### config.mk
export PLATFORM = sky130hd
export DESIGN_NAME = im_loader
export DESIGN_NICKNAME = d
export VERILOG_FILES = /design/src/rtl/loader_pkg.sv /design/src/rtl/word_assembler.sv /design/src/rtl/im_loader.sv
export SDC_FILE = /design/constraint.sdc
export NUM_CORES = 1
export LEC_CHECK = 0
export CAP_MARGIN = 20
export CORE_ASPECT_RATIO = 0.7
export CORE_MARGIN = 2
export CORE_UTILIZATION = 54
export CTS_BUF_LIST = sky130_fd_sc_hd__clkbuf_16
export CTS_CLUSTER_SIZE = 20
export DETAILED_ROUTE_END_ITERATION = 10
export GPL_ROUTABILITY_DRIVEN = 0
export GPL_TIMING_DRIVEN = 0
export PLACE_DENSITY_LB_ADDON = 0.1
export SETUP_SLACK_MARGIN = 0.15
export SYNTH_ARGS = -nofsm -noshare
export SYNTH_HDL_FRONTEND = slang
export SYNTH_SLANG_ARGS = --single-unit
### constraint.sdc
create_clock -name clk -period 2.66 [get_ports clk]
set_clock_uncertainty 0.15 [all_clocks]
set_input_delay 0.532 -clock clk [delete_from_list [all_inputs] [get_ports clk]]
set_output_delay 0.532 -clock clk [all_outputs]
set_load 0.02 [all_outputs]
### src/rtl/loader_pkg.sv
`default_nettype none
// ============================================================================
// Module  : loader_pkg
// Brief   : Shared state encoding and frame constants for the boot loader.
// Revision: 1.0 - initial release
// ============================================================================
package loader_pkg;

  typedef enum logic [2:0] {
    IDLE   = 3'd0,
    LEN_HI = 3'd1,
    LEN_LO = 3'd2,
    DATA   = 3'd3,
    CHK    = 3'd4,
    RUN    = 3'd5,
    ERR    = 3'd6
  } state_t;

  localparam logic [7:0] C_SYNC_BYTE = 8'hA5;
  localparam int         C_MAX_WORDS = 1024;

endpackage
`default_nettype wire

### src/rtl/word_assembler.sv
`default_nettype none
// ============================================================================
// Module  : word_assembler
// Brief   : Packs data bytes big-endian into 32-bit words and XORs every byte.
// Revision: 1.0 - initial release
// ============================================================================
module word_assembler
  import loader_pkg::*;
(
  input  logic        clk,
  input  logic        rst,
  input  logic        clr,
  input  logic        byte_en,
  input  logic [7:0]  byte_in,
  output logic        word_valid,
  output logic [31:0] word_data,
  output logic [7:0]  xor_acc
);

  logic [1:0]  r_byte_cnt;
  logic [23:0] r_shift;
  logic [7:0]  r_acc;

  always_ff @(posedge clk or negedge rst) begin
    if (!rst) begin
      r_byte_cnt <= 2'd0;
      r_shift    <= 24'd0;
      r_acc      <= 8'd0;
    end else if (clr) begin
      r_byte_cnt <= 2'd0;
      r_shift    <= 24'd0;
      r_acc      <= 8'd0;
    end else if (byte_en) begin
      r_byte_cnt <= r_byte_cnt + 2'd1;
      r_shift    <= {r_shift[15:0], byte_in};
      r_acc      <= r_acc ^ byte_in;
    end
  end

  // The fourth byte completes the word combinationally; the top registers it.
  assign word_valid = byte_en && (r_byte_cnt == 2'd3);
  assign word_data  = {r_shift, byte_in};
  assign xor_acc    = r_acc;

endmodule
`default_nettype wire

### src/rtl/im_loader.sv
`default_nettype none
// ============================================================================
// Module  : im_loader
// Brief   : Framed byte-stream boot loader for im_4k; holds the CPU until the
//           image is written and its checksum matches.
// Revision: 1.0 - initial release
// ============================================================================
module im_loader
  import loader_pkg::*;
#(
  parameter int         ADDR_W    = 10,
  parameter int         MAX_WORDS = C_MAX_WORDS,
  parameter logic [7:0] SYNC_BYTE = C_SYNC_BYTE
) (
  input  logic              clk,
  input  logic              rst,
  input  logic              rx_valid,
  input  logic [7:0]        rx_data,
  output logic              rx_ready,
  output logic              im_we,
  output logic [ADDR_W-1:0] im_addr,
  output logic [31:0]       im_wdata,
  output logic              cpu_rst,
  output logic              done,
  output logic              error,
  output logic [ADDR_W:0]   word_cnt
);

  localparam int          c_cnt_w   = ADDR_W + 1;
  localparam logic [15:0] c_max_len = 16'(MAX_WORDS);

  state_t              r_state;
  state_t              w_state_next;
  logic [15:0]         r_len;
  logic [15:0]         w_len_full;
  logic [ADDR_W:0]     r_word_cnt;
  logic [ADDR_W:0]     w_cnt_inc;
  logic                w_accept;
  logic                w_last_word;
  logic                w_word_valid;
  logic [31:0]         w_word_data;
  logic [7:0]          w_xor_acc;

  assign rx_ready = (r_state != RUN) && (r_state != ERR);
  assign w_accept = rx_valid && rx_ready;

  assign w_len_full  = {r_len[15:8], rx_data};
  assign w_cnt_inc   = r_word_cnt + c_cnt_w'(1);
  assign w_last_word = (16'(w_cnt_inc) == r_len);

  word_assembler u_asm (
    .clk        (clk),
    .rst        (rst),
    .clr        (w_accept && (r_state == IDLE)),
    .byte_en    (w_accept && (r_state == DATA)),
    .byte_in    (rx_data),
    .word_valid (w_word_valid),
    .word_data  (w_word_data),
    .xor_acc    (w_xor_acc)
  );

  always_ff @(posedge clk or negedge rst) begin
    if (!rst) r_state <= IDLE;
    else      r_state <= w_state_next;
  end

  always_comb begin
    w_state_next = r_state;
    if (w_accept) begin
      unique case (r_state)
        IDLE:    if (rx_data == SYNC_BYTE) w_state_next = LEN_HI;
        LEN_HI:  w_state_next = LEN_LO;
        LEN_LO: begin
          if (w_len_full > c_max_len)   w_state_next = ERR;
          else if (w_len_full == 16'd0) w_state_next = CHK;
          else                          w_state_next = DATA;
        end
        DATA:    if (w_word_valid && w_last_word) w_state_next = CHK;
        CHK:     w_state_next = (rx_data == w_xor_acc) ? RUN : ERR;
        default: w_state_next = r_state;
      endcase
    end
  end

  always_ff @(posedge clk or negedge rst) begin
    if (!rst) begin
      r_len      <= 16'd0;
      r_word_cnt <= '0;
      im_we      <= 1'b0;
      im_addr    <= '0;
      im_wdata   <= 32'd0;
    end else begin
      im_we <= w_word_valid;
      if (w_accept && (r_state == LEN_HI)) r_len[15:8] <= rx_data;
      if (w_accept && (r_state == LEN_LO)) r_len[7:0]  <= rx_data;
      // Address uses the pre-increment count, so word N lands at address N.
      if (w_word_valid) begin
        im_addr    <= r_word_cnt[ADDR_W-1:0];
        im_wdata   <= w_word_data;
        r_word_cnt <= w_cnt_inc;
      end
    end
  end

  assign word_cnt = r_word_cnt;
  assign cpu_rst  = (r_state != RUN);
  assign done     = (r_state == RUN);
  assign error    = (r_state == ERR);

endmodule
`default_nettype wire

==> metrics.md <==
| Metric | Value |
|---|---|
| Register-to-register setup slack | around 0.33 ns |
| Worst reg2reg path startpoint | word_cnt[1] |
| Summed instance area of the synthesized netlist | 4620 um^2 |
| Vias in the first global route | 2945 |
| Std-Cell Rows | 28 |
| Count of yosys warnings during synthesis | 0 |
| Cell with the largest stage delay on the worst path | or4_4 |
| Setup TNS | 0 ns |
| Total wirelength of the detailed-routed design | between 9000 and 10000 um |
| Synthesis-to-finish area growth | 24.5% |
| Average wire per cell in the routed design | 15.9 um |
| Area fraction of the dominant cell type after synthesis | 58.0% |
| Largest net degree at the start of global routing | 55 |
| DRC errors left | 0 |
| Count of port buffers added during placement | 68 |
| Worst flop-to-flop path endpoint | r_state[1] |
| Global-route usage over all layers | around 21% |
| Number of register bits inferred by synthesis | 107 |
| Worst Path Arrival | 2.53 ns |
| Shortest clock period the worst path allows after layout | about 2.5 ns |
| Global-route wire length before repair | 15100 um |
| # Max-Cap Violations | 0 |
| Number of nets in the final layout | 479 |
| Drt initial violations | 207 |
| Number of buffers inserted by hold repair at cts | 0 |
| Final-report setup violation count | 0 |
| Most frequent cell on the critical path | or4_4 |
| Worst reg2reg path depth | 7 |
| Data required, critical path | 2.71 ns |
| Endpoint type of the worst setup path | flip-flop |
| Clock slew at the register clock pins of the worst setup and hold paths | 0.06 ns |
| Chip width | ~110 um |
| Proportion of synthesized chip area in sequential cells | 58.0% |
| Relative slew slack | 54.1% |
| Detailed placer's ending HPWL | 6560 um |
| Startpoint types | primary input |
| Root buffer cell | clkbuf_16 |
| Mapped Nets | 399 |
| Core Util, Final | a little under 70% |
| Via density per instance | 5.42 |
| Total leakage power | 2.76 nW |
| Total chip power | 2.94 mW |
| First-pass DRT Iterations | 4 |
| Initial core utilization | 55.2% |
| Number of buffers added by the clock tree synthesis step | 9 |
| Area of the die | 9320 um^2 |
| Outcome | completed |
| Largest cells by area after synthesis | dfrtp_1 58%, mux2_2 13%, nand2_1 4.6% |
| Transition at the pin with the smallest max-transition slack | 0.689 ns |
| Critical path cell sequence | dlygate4sd2_1, or4_4, or4_4, nor4_1, o31ai_1, mux2i_1, o21ai_0 |
| Startpoint-to-endpoint class of the critical path | in -> reg |
| Commonest cells in the netlist | 107 x dfrtp_1, 56 x nand2_1, 53 x mux2_2 |
| Placed standard-cell area | 5460 um^2 |
| CTS tree | yes |
| Layout cell share with drive strength beyond 1 | 17.9% |
| Core Region | ~8400 um^2 |
| Worst setup startpoint | rx_data[6] |
| Worst hold path class | in -> async |
| Library cell with the highest instance count after synthesis | dfrtp_1 |
| Unrepaired setup endpoints after global routing | yes |
| Cell count after synthesis | 386 |
| Vias after detailed routing | 3109 |
| Largest area contributor in the synthesized netlist | dfrtp_1 |
| Number of enable-type register cells in the synthesized netlist | 0 |
| Diodes inserted | 0 |
| F_max | 0.403 GHz |
| Peak supply drop | 0.500 mV |
| Later-pin clock latency in the skew report | 0.33 ns |
| Remaining Overflow, GRT | 0 |
| Number of antenna violations at the first check in global routing | 0 |
| Die boundary height | 81.4 um |
| Hold Vio Cnt, Final | 0 |
| Maximum clock path buffer count | 2 |
| Asr flop ratio synth | 100% |
| IO Count | 69 |
| Power per cell area | about 500 nW/um^2 |
| Finished layout cell area | ~5800 um^2 |
| CP bufs+invs | 1 |
| Total count of max-transition violations in the final report | 0 |
| Final ANT Viol Nets | 0 |
| Yosys cell types | 44 |
| Highest cell delay on the worst timing path | 0.58 ns |
| Most used flip-flop cell after synthesis | dfrtp_1 |
| Post-route clock period utilization | 93.2% |
| Top fanout value on the critical path | 6 |
| Buffer count from post-CTS setup fixing | 0 |
| CP delay by family, top | simple AND/OR/NAND/NOR gates |
| Clock Sinks | 107 |
| Mean instance size in the synthesized netlist | 12.0 um^2 |
| H-tree depth | 3 |
## repair_timing
action | CTS | global route
setup endpoints to repair | 6 | 17
pin swaps | 1 | 0
resized for setup | 14 | 7
## registers in the layout, indices dropped and copies added, names as in the netlist
name	flops
im_addr	10
im_wdata	32
im_we	1
r_len	16
r_state	3
u_asm.r_byte_cnt	2
u_asm.r_shift	24
u_asm.xor_acc	8
word_cnt	11
## placed cells by master (no fill, tap or decap), drive strengths merged, types with 4 or more instances in the layout
| cell | synthesis | layout |
|---|---|---|
| a22o | 7 | 7 |
| nand3 | 5 | 5 |
| clkbuf | 12 | 23 |
| a21oi | 11 | 11 |
| clkdlybuf4s50 | 0 | 56 |
| nand2 | 57 | 57 |
| xnor2 | 25 | 25 |
| nor4 | 4 | 4 |
| inv | 5 | 5 |
| dlygate4sd2 | 0 | 10 |
| nor2 | 21 | 21 |
| clkinv | 0 | 4 |
| o21ai | 5 | 5 |
| dfrtp | 107 | 107 |
| buf | 8 | 8 |
| and2 | 4 | 4 |
| nand4 | 5 | 5 |
| mux2 | 58 | 58 |
| xor2 | 15 | 15 |
| nor3 | 5 | 5 |
## per-layer routing
metal  global-route usage [%]  part of all wire (%)
met1                     33.6                    53
met2                     29.3                    42
met3                     5.60                   4.8
met4                     5.85                  0.89
met5                        0                     0
## power by group
group | internal, mW | switching, mW
Sequential | 1.63 | 0
Combinational | 0.0186 | 0.0481
Clock | 0.708 | 0.537
## through the flow
stage | std cells | hold WS, ns | setup slack (ns)
after floorplan | 386 | 0.0864 | 0.294
after detailed placement | 560 | 0.335 | -0.450
after global placement | 559 | 0.316 | -3.04
after global routing | 574 | 0.134 | 0.120
final | 574 | 0.0863 | 0.180
after CTS | 574 | 0.107 | 0.111
## kinds of logic after synthesis
kind of cell,synth area share (%)
adder cells (fa/ha/maj),0.542
AND/OR/NAND/NOR,12.2
multiplexers,14.4
flip-flops,58.0
XOR/XNOR,7.75
AO/OA/AOI/OAI,5.01
buffers and inverters,2.22
## final cells by class
type / instances / area (um^2)
clock inverter: 5 / 46.3
sequential: 107 / 2680
inverter: 5 / 18.8
timing repair buffer: 69 / 696
fill: 652 / 2620
clock buffer: 9 / 225
tap: 105 / 131
buffer: 20 / 88.8
multi-input combinational: 254 / 1860
## worst max-delay path by stage
stage | end | slack [ns] | cells past startpoint
2_1_floorplan | r_state[0] | 0.29 | 7
3_3_place_gp | word_cnt[7] | -3.04 | 1
3_5_place_dp | r_state[1] | -0.45 | 7
4_1_cts | r_state[1] | 0.11 | 7
5_1_grt | r_state[1] | 0.12 | 7
6_report | r_state[1] | 0.18 | 7
No activity file was read; power rests on OpenSTA's default activity.
